`src/rtl/wb_shared_mem_arbiter_if.sv`:
```
// Bus bundle for wb_shared_mem_arbiter: Wishbone host port, core load/store port
// and the single-port memory port. "slave" is the arbiter's view, "master" the surroundings'.
interface wb_shared_mem_arbiter_if #(
    parameter int ADDR_W = 10
);
    logic              wbs_cyc_i;
    logic              wbs_stb_i;
    logic              wbs_we_i;
    logic [3:0]        wbs_sel_i;
    logic [31:0]       wbs_adr_i;
    logic [31:0]       wbs_dat_i;
    logic              wbs_ack_o;
    logic [31:0]       wbs_dat_o;

    logic              core_req;
    logic              core_we;
    logic [3:0]        core_sel;
    logic [ADDR_W-1:0] core_addr;
    logic [31:0]       core_wdata;
    logic              core_ack;
    logic [31:0]       core_rdata;

    logic              mem_en;
    logic [3:0]        mem_we;
    logic [ADDR_W-1:0] mem_addr;
    logic [31:0]       mem_wdata;
    logic [31:0]       mem_rdata;

    modport slave (
        input  wbs_cyc_i, wbs_stb_i, wbs_we_i, wbs_sel_i, wbs_adr_i, wbs_dat_i,
        output wbs_ack_o, wbs_dat_o,
        input  core_req, core_we, core_sel, core_addr, core_wdata,
        output core_ack, core_rdata,
        output mem_en, mem_we, mem_addr, mem_wdata,
        input  mem_rdata
    );

    modport master (
        output wbs_cyc_i, wbs_stb_i, wbs_we_i, wbs_sel_i, wbs_adr_i, wbs_dat_i,
        input  wbs_ack_o, wbs_dat_o,
        output core_req, core_we, core_sel, core_addr, core_wdata,
        input  core_ack, core_rdata,
        input  mem_en, mem_we, mem_addr, mem_wdata,
        output mem_rdata
    );
endinterface

```
`src/rtl/wb_shared_mem_arbiter.sv`:
```
// Round-robin arbiter sharing one single-port word memory between the Wishbone host and the core.
// Optional grant/conflict statistics counters are built when ARB_STATS_EN is defined.
module wb_shared_mem_arbiter #(
    parameter int          ADDR_W    = 10,
    parameter logic [31:0] BASE_ADDR = 32'h3000_0000,
    parameter int          MEM_LAT   = 1
) (
    input  logic wb_clk_i,
    input  logic rst_n,
    wb_shared_mem_arbiter_if.slave bus
`ifdef ARB_STATS_EN
    ,
    output logic [15:0] stat_host_cnt,
    output logic [15:0] stat_core_cnt,
    output logic [15:0] stat_conflict_cnt
`endif
);

    typedef enum logic [1:0] {IDLE, ISSUE, WAIT, ACK} state_t;
    typedef enum logic {OWN_CORE = 1'b0, OWN_HOST = 1'b1} owner_t;

    localparam logic [1:0] CNT_INIT = 2'(MEM_LAT - 1);

    state_t            state_q, state_d;
    owner_t            owner_q, owner_d;
    owner_t            last_grant_q, last_grant_d;
    logic              mask_host_q, mask_host_d;
    logic              mask_core_q, mask_core_d;
    logic              we_q, we_d;
    logic              abort_q, abort_d;
    logic [1:0]        cnt_q, cnt_d;
    logic              mem_en_q, mem_en_d;
    logic [3:0]        mem_we_q, mem_we_d;
    logic [ADDR_W-1:0] mem_addr_q, mem_addr_d;
    logic [31:0]       mem_wdata_q, mem_wdata_d;
    logic              wbs_ack_q, wbs_ack_d;
    logic              core_ack_q, core_ack_d;
    logic [31:0]       host_dat_q, host_dat_d;
    logic [31:0]       core_dat_q, core_dat_d;

    logic host_hit;
    logic host_req;
    logic host_ok;
    logic core_ok;
    logic grant_host;
    logic grant_core;
    logic unused_adr_bits;

    assign host_hit = (bus.wbs_adr_i[31:ADDR_W+2] == BASE_ADDR[31:ADDR_W+2]);
    assign host_req = bus.wbs_cyc_i & bus.wbs_stb_i & host_hit;
    assign unused_adr_bits = ^bus.wbs_adr_i[1:0];

    // A requester acked in the previous cycle may still be holding the old request.
    assign host_ok    = host_req & ~mask_host_q;
    assign core_ok    = bus.core_req & ~mask_core_q;
    assign grant_host = host_ok & (~core_ok | (last_grant_q == OWN_CORE));
    assign grant_core = core_ok & (~host_ok | (last_grant_q == OWN_HOST));

    always_comb begin
        state_d      = state_q;
        owner_d      = owner_q;
        last_grant_d = last_grant_q;
        we_d         = we_q;
        abort_d      = abort_q;
        cnt_d        = cnt_q;
        mem_addr_d   = mem_addr_q;
        mem_wdata_d  = mem_wdata_q;
        mem_en_d     = 1'b0;
        mem_we_d     = 4'b0000;
        wbs_ack_d    = 1'b0;
        core_ack_d   = 1'b0;
        mask_host_d  = 1'b0;
        mask_core_d  = 1'b0;
        host_dat_d   = (wbs_ack_q && !we_q) ? bus.mem_rdata : host_dat_q;
        core_dat_d   = (core_ack_q && !we_q) ? bus.mem_rdata : core_dat_q;

        unique case (state_q)
            IDLE: begin
                if (grant_host) begin
                    owner_d     = OWN_HOST;
                    we_d        = bus.wbs_we_i;
                    abort_d     = 1'b0;
                    mem_addr_d  = bus.wbs_adr_i[ADDR_W+1:2];
                    mem_wdata_d = bus.wbs_dat_i;
                    mem_we_d    = bus.wbs_we_i ? bus.wbs_sel_i : 4'b0000;
                    mem_en_d    = 1'b1;
                    state_d     = ISSUE;
                end else if (grant_core) begin
                    owner_d     = OWN_CORE;
                    we_d        = bus.core_we;
                    abort_d     = 1'b0;
                    mem_addr_d  = bus.core_addr;
                    mem_wdata_d = bus.core_wdata;
                    mem_we_d    = bus.core_we ? bus.core_sel : 4'b0000;
                    mem_en_d    = 1'b1;
                    state_d     = ISSUE;
                end
            end
            ISSUE: begin
                cnt_d = CNT_INIT;
                if (MEM_LAT == 1) begin
                    state_d = ACK;
                end else begin
                    state_d = WAIT;
                end
            end
            WAIT: begin
                cnt_d = cnt_q - 2'd1;
                if (cnt_q <= 2'd1) begin
                    state_d = ACK;
                end
            end
            ACK: begin
                last_grant_d = owner_q;
                mask_host_d  = (owner_q == OWN_HOST);
                mask_core_d  = (owner_q == OWN_CORE);
                state_d      = IDLE;
            end
            default: state_d = IDLE;
        endcase

        // A host that leaves the cycle still lets the memory access finish, but gets no ack.
        if ((state_q == ISSUE || state_q == WAIT) && owner_q == OWN_HOST && !bus.wbs_cyc_i) begin
            abort_d = 1'b1;
        end
        if (state_d == ACK) begin
            wbs_ack_d  = (owner_q == OWN_HOST) && !abort_d;
            core_ack_d = (owner_q == OWN_CORE);
        end
    end

    always_ff @(posedge wb_clk_i or negedge rst_n) begin
        if (!rst_n) begin
            state_q      <= IDLE;
            owner_q      <= OWN_CORE;
            last_grant_q <= OWN_CORE;
            mask_host_q  <= 1'b0;
            mask_core_q  <= 1'b0;
            we_q         <= 1'b0;
            abort_q      <= 1'b0;
            cnt_q        <= 2'd0;
            mem_en_q     <= 1'b0;
            mem_we_q     <= 4'b0000;
            mem_addr_q   <= '0;
            mem_wdata_q  <= 32'h0;
            wbs_ack_q    <= 1'b0;
            core_ack_q   <= 1'b0;
            host_dat_q   <= 32'h0;
            core_dat_q   <= 32'h0;
        end else begin
            state_q      <= state_d;
            owner_q      <= owner_d;
            last_grant_q <= last_grant_d;
            mask_host_q  <= mask_host_d;
            mask_core_q  <= mask_core_d;
            we_q         <= we_d;
            abort_q      <= abort_d;
            cnt_q        <= cnt_d;
            mem_en_q     <= mem_en_d;
            mem_we_q     <= mem_we_d;
            mem_addr_q   <= mem_addr_d;
            mem_wdata_q  <= mem_wdata_d;
            wbs_ack_q    <= wbs_ack_d;
            core_ack_q   <= core_ack_d;
            host_dat_q   <= host_dat_d;
            core_dat_q   <= core_dat_d;
        end
    end

    // Read data is presented straight from memory during the ack cycle, then held.
    assign bus.wbs_ack_o  = wbs_ack_q;
    assign bus.wbs_dat_o  = (wbs_ack_q && !we_q) ? bus.mem_rdata : host_dat_q;
    assign bus.core_ack   = core_ack_q;
    assign bus.core_rdata = (core_ack_q && !we_q) ? bus.mem_rdata : core_dat_q;
    assign bus.mem_en     = mem_en_q;
    assign bus.mem_we     = mem_we_q;
    assign bus.mem_addr   = mem_addr_q;
    assign bus.mem_wdata  = mem_wdata_q;

`ifdef ARB_STATS_EN
    logic [15:0] stat_host_q, stat_host_d;
    logic [15:0] stat_core_q, stat_core_d;
    logic [15:0] stat_conf_q, stat_conf_d;

    always_comb begin
        stat_host_d = stat_host_q;
        stat_core_d = stat_core_q;
        stat_conf_d = stat_conf_q;
        if (state_q == IDLE && grant_host && stat_host_q != 16'hFFFF) begin
            stat_host_d = stat_host_q + 16'd1;
        end
        if (state_q == IDLE && grant_core && stat_core_q != 16'hFFFF) begin
            stat_core_d = stat_core_q + 16'd1;
        end
        if (state_q == IDLE && host_req && bus.core_req && stat_conf_q != 16'hFFFF) begin
            stat_conf_d = stat_conf_q + 16'd1;
        end
    end

    always_ff @(posedge wb_clk_i or negedge rst_n) begin
        if (!rst_n) begin
            stat_host_q <= 16'd0;
            stat_core_q <= 16'd0;
            stat_conf_q <= 16'd0;
        end else begin
            stat_host_q <= stat_host_d;
            stat_core_q <= stat_core_d;
            stat_conf_q <= stat_conf_d;
        end
    end

    assign stat_host_cnt     = stat_host_q;
    assign stat_core_cnt     = stat_core_q;
    assign stat_conflict_cnt = stat_conf_q;
`endif

endmodule

```
`src/flat_wrapper.sv`:
```
// flat-port wrapper written by rule: the top's interface ports become plain ports
module wb_shared_mem_arbiter_flat 
#(
    parameter int          ADDR_W    = 10,
    parameter logic [31:0] BASE_ADDR = 32'h3000_0000,
    parameter int          MEM_LAT   = 1
)
  (wb_clk_i, rst_n, bus_wbs_cyc_i, bus_wbs_stb_i, bus_wbs_we_i, bus_wbs_sel_i, bus_wbs_adr_i, bus_wbs_dat_i, bus_wbs_ack_o, bus_wbs_dat_o, bus_core_req, bus_core_we, bus_core_sel, bus_core_addr, bus_core_wdata, bus_core_ack, bus_core_rdata, bus_mem_en, bus_mem_we, bus_mem_addr, bus_mem_wdata, bus_mem_rdata);
  wb_shared_mem_arbiter_if #(.ADDR_W(ADDR_W)) bus_i ();
  input  logic wb_clk_i;
  input  logic rst_n;
  input wire logic [$bits(bus_i.wbs_cyc_i)-1:0] bus_wbs_cyc_i;
  input wire logic [$bits(bus_i.wbs_stb_i)-1:0] bus_wbs_stb_i;
  input wire logic [$bits(bus_i.wbs_we_i)-1:0] bus_wbs_we_i;
  input wire logic [$bits(bus_i.wbs_sel_i)-1:0] bus_wbs_sel_i;
  input wire logic [$bits(bus_i.wbs_adr_i)-1:0] bus_wbs_adr_i;
  input wire logic [$bits(bus_i.wbs_dat_i)-1:0] bus_wbs_dat_i;
  output wire logic [$bits(bus_i.wbs_ack_o)-1:0] bus_wbs_ack_o;
  output wire logic [$bits(bus_i.wbs_dat_o)-1:0] bus_wbs_dat_o;
  input wire logic [$bits(bus_i.core_req)-1:0] bus_core_req;
  input wire logic [$bits(bus_i.core_we)-1:0] bus_core_we;
  input wire logic [$bits(bus_i.core_sel)-1:0] bus_core_sel;
  input wire logic [$bits(bus_i.core_addr)-1:0] bus_core_addr;
  input wire logic [$bits(bus_i.core_wdata)-1:0] bus_core_wdata;
  output wire logic [$bits(bus_i.core_ack)-1:0] bus_core_ack;
  output wire logic [$bits(bus_i.core_rdata)-1:0] bus_core_rdata;
  output wire logic [$bits(bus_i.mem_en)-1:0] bus_mem_en;
  output wire logic [$bits(bus_i.mem_we)-1:0] bus_mem_we;
  output wire logic [$bits(bus_i.mem_addr)-1:0] bus_mem_addr;
  output wire logic [$bits(bus_i.mem_wdata)-1:0] bus_mem_wdata;
  input wire logic [$bits(bus_i.mem_rdata)-1:0] bus_mem_rdata;
  assign bus_i.wbs_cyc_i = bus_wbs_cyc_i;
  assign bus_i.wbs_stb_i = bus_wbs_stb_i;
  assign bus_i.wbs_we_i = bus_wbs_we_i;
  assign bus_i.wbs_sel_i = bus_wbs_sel_i;
  assign bus_i.wbs_adr_i = bus_wbs_adr_i;
  assign bus_i.wbs_dat_i = bus_wbs_dat_i;
  assign bus_wbs_ack_o = bus_i.wbs_ack_o;
  assign bus_wbs_dat_o = bus_i.wbs_dat_o;
  assign bus_i.core_req = bus_core_req;
  assign bus_i.core_we = bus_core_we;
  assign bus_i.core_sel = bus_core_sel;
  assign bus_i.core_addr = bus_core_addr;
  assign bus_i.core_wdata = bus_core_wdata;
  assign bus_core_ack = bus_i.core_ack;
  assign bus_core_rdata = bus_i.core_rdata;
  assign bus_mem_en = bus_i.mem_en;
  assign bus_mem_we = bus_i.mem_we;
  assign bus_mem_addr = bus_i.mem_addr;
  assign bus_mem_wdata = bus_i.mem_wdata;
  assign bus_i.mem_rdata = bus_mem_rdata;
  wb_shared_mem_arbiter #(.ADDR_W(ADDR_W), .BASE_ADDR(BASE_ADDR), .MEM_LAT(MEM_LAT)) u_core (.wb_clk_i(wb_clk_i), .rst_n(rst_n), .bus(bus_i));
endmodule
```
`config.mk`:
```
export PLATFORM = sky130hd
export DESIGN_NAME = wb_shared_mem_arbiter_flat
export DESIGN_NICKNAME = d
export VERILOG_FILES = /design/src/rtl/wb_shared_mem_arbiter_if.sv /design/src/rtl/wb_shared_mem_arbiter.sv /design/src/flat_wrapper.sv
export SDC_FILE = /design/constraint.sdc
export NUM_CORES = 1
export LEC_CHECK = 0
export CAP_MARGIN = 0
export CORE_ASPECT_RATIO = 0.8
export CORE_UTILIZATION = 41
export CTS_BUF_LIST = sky130_fd_sc_hd__clkbuf_4
export DETAILED_ROUTE_END_ITERATION = 8
export PLACE_DENSITY = 0.82
export SLEW_MARGIN = 5
export SYNTH_ARGS = -nofsm -noshare
export SYNTH_HDL_FRONTEND = slang
export SYNTH_SLANG_ARGS = --single-unit
```
`constraint.sdc`:
```
create_clock -name wb_clk_i -period 2.2 [get_ports wb_clk_i]
set_input_delay 0.44 -clock wb_clk_i [delete_from_list [all_inputs] [get_ports wb_clk_i]]
set_output_delay 0.44 -clock wb_clk_i [all_outputs]
set_load 0.02 [all_outputs]
```
==> flow_metrics.tcl <==
set metrics [dict create \
    root_buffer "clkbuf_4" \
    reg2reg_slack_ns -0.16 \
    yosys-top-cells-count "mux2_2 (133), dfrtp_1 (123), mux2_1 (18)" \
    area_growth_pct 81.4 \
    cts_buffer_depth 2 \
    cp_max_fo 16 \
    grt_max_degree 53 \
    fp.dieW_um 128 \
    final_max_slew_viol_count 0 \
    cts_tree "yes" \
    worstSkewPairLatency_ns 0.52 \
    yosysSeqAreaShare 0.589 \
    nets 823 \
    numCtsBuffers 17 \
    grt_setup_unrepaired "yes" \
    yosys.cell_types.count 32 \
    layout_setup_ws_ns -0.198 \
    gp_congestion 0.725 \
    grt_overflow 0 \
    fin_cells 848 \
    die_y_um 103 \
    synthCells 346 \
    top_layer "met4" \
    place_ws_ns -1.04 \
    yosys.area.top_type_share 0.589 \
    place_area_um2 8220 \
    synthMostInstantiatedCell "mux2_2" \
    run_status "finished with violations" \
    wire_per_inst_um 19.7 \
    vias_per_cell 4.94 \
    whs_ns 0.380 \
    die_area_um2 13200 \
    reg2regPathDepth 8 \
    arrival_ns 2.81 \
    endpoint_kind "flip-flop" \
    yosysWarnings 0 \
    fin_area_um2 9490 \
    timing.final.crit_share 1.09 \
    max_freq_mhz 417 \
    fin_skew_ns 0.0204 \
    period_needed_ns 2.40 \
    violations "negative setup slack" \
    antenna_cells 0 \
    synthesis.nets 504 \
    synth_edf_count 0 \
    vias 4187 \
    hold_viol_final 0 \
    dp_hpwl_um 10600 \
    drt_iter0_drc 67 \
    met2_length_um 8440 \
    num_rows 36 \
    drv_cap 0 \
    worst_slew_pin_slew_ns 0.455 \
    pin_count 266 \
    peakVddDrop_uv 634 \
    avgSynthCellArea_um2 15.1 \
    power_leakage_nw 4.38 \
    startpoint "bus_wbs_adr_i[28]" \
    core_um2 12300 \
    setup_viol 109 \
    grt_pass1_vias 4432 \
    synth.area.top_cells "dfrtp_1 (59%), mux2_2 (29%), mux2_1 (3.9%)" \
    dp_cells 779 \
    netlist_area_um2 5230 \
    routed-wl-met3_um 1190 \
    cts_sinks 123 \
    drt.antenna.violating_nets 0 \
    synth-main-ff-cell "dfrtp_1" \
    timing.rr.end "u_core.bus.mem_wdata[17]" \
    antenna_found_initial 0 \
    portBuffers 263 \
    wirelength_um 16700 \
    cts.reportedPaths.clkPinSlew_ns 0.12 \
    synth_seq_cells 123 \
    drt_first_pass_iters 4 \
    required_ns 2.61 \
    wl_met1_um 6720 \
    critPathLaunchType "primary input" \
    n_fill_cell 723 \
    async_reset_ff_frac 1.00 \
    crit_type "primary input to flip-flop" \
    drc 0 \
    r2r_start "u_core.mask_host_q" \
    layout-drive-gt1-share 0.445 \
    hp-class "primary input to asynchronous set/reset pin" \
    floorplan.initialDensity 0.425 \
    max-slew-margin-rel 0.695 \
    synth_area_leader_cell "dfrtp_1" \
    grt_first_pass_wirelength_um 23100 \
    grt_util_all_layers 0.236 \
    htree_levels 4 \
    powerDensity_nw_per_um2 1110 \
]
## logic make-up after synthesis
| family | Yosys count | synth area share |
|---|---|---|
| adder cells (fa/ha/maj) | 5 | 0.0120 |
| flip-flops | 123 | 0.589 |
| buffers and inverters | 22 | 0.0203 |
| multiplexers | 152 | 0.327 |
| AO/OA/AOI/OAI | 13 | 0.0179 |
| AND/OR/NAND/NOR | 31 | 0.0342 |
## stage by stage
step | total power, W | utilization | setup TNS (ns)
final | 0.0106 | 0.772 | -11.60
after global routing | 0.0111 | 0.772 | -18.62
after CTS | 0.00991 | 0.719 | -13.11
after detailed placement | 0.00816 | 0.668 | -50.42
after global placement | 0.00803 | 0.668 | -47.27
after floorplan | 0.00576 | - | 0
## layer usage
| layer | up-vias | GRT usage |
|---|---|---|
| li1 | 1884 | - |
| met5 | - | 0 |
| met2 | 179 | 0.414 |
| met3 | 29 | 0.0716 |
| met1 | 2095 | 0.266 |
| met4 | 0 | 0.110 |
## critical path, stage by stage
cell and delay [ns]:
clkdlybuf4s50_1 0.47, nor4b_1 0.28, buf_4 0.17, nand4_1 0.13, buf_4 0.19, a211oi_4 0.19, buf_4 0.19, buf_16 0.16
mux2_1 0.32, mux2_2 0.27
## report_power, final
part	switching [W]	internal, W
sequential	0.000365	0.00305
clock	0.000906	0.000669
combinational	0.00245	0.00312
total	0.00372	0.00684
## cells in the final DEF (no fill, tap or decap), types with 3 or more instances in the layout
master,n
a21oi_1,3
buf_12,10
buf_16,3
buf_4,26
buf_6,76
clkbuf_16,4
clkbuf_4,17
clkdlybuf4s50_1,198
clkinv_4,3
clkinvlp_4,4
dfrtp_1,123
ha_1,5
inv_1,4
mux2_1,7
mux2_2,43
mux2_4,101
nand2_1,4
nand3_1,6
nand4_1,5
## registers in the layout, summed over array words and instances, names as in the netlist
name and cells:
u_core.we_q 1, u_core.bus.wbs_ack_o 1, u_core.bus.mem_en 1, u_core.mask_core_q 1, u_core.abort_q 1, u_core.core_dat_q 32, u_core.mask_host_q 1, u_core.cnt_q 2
u_core.state_q 2, u_core.bus.core_ack 1, u_core.host_dat_q 32, u_core.owner_q 1, u_core.bus.mem_wdata 32, u_core.bus.mem_we 4, u_core.bus.mem_addr 10, u_core.last_grant_q 1
## worst max-delay path by stage
| stage | to | slack [ns] |
|---|---|---|
| finish | u_core.bus.mem_wdata[17] | -0.20 |
| global route | u_core.bus.mem_wdata[17] | -0.25 |
| CTS | u_core.bus.mem_wdata[0] | -0.21 |
| detailed placement | u_core.bus.mem_wdata[21] | -1.04 |
| global placement | u_core.bus.mem_wdata[23] | -0.97 |
| floorplan | u_core.bus.mem_wdata[15] | 0.02 |
## area by class of cell
type	instances	area, um2	area share
clock inverter	14	148	0.0156
multi-input combinational	201	2480	0.261
inverter	4	15.0	0.00158
clock buffer	17	128	0.0134
tap	171	214	0.0225
timing repair buffer	318	3430	0.361
sequential	123	3080	0.324
## what timing repair did
item,in CTS,in global routing
resized for setup,389,135
endpoints found under the hold margin,28,0
setup endpoints to repair,116,116
setup buffers,13,17
gates cloned,4,4
pin swaps,3,2
hold buffers,1,0
Note: power is estimated with default switching activity, not from simulation.
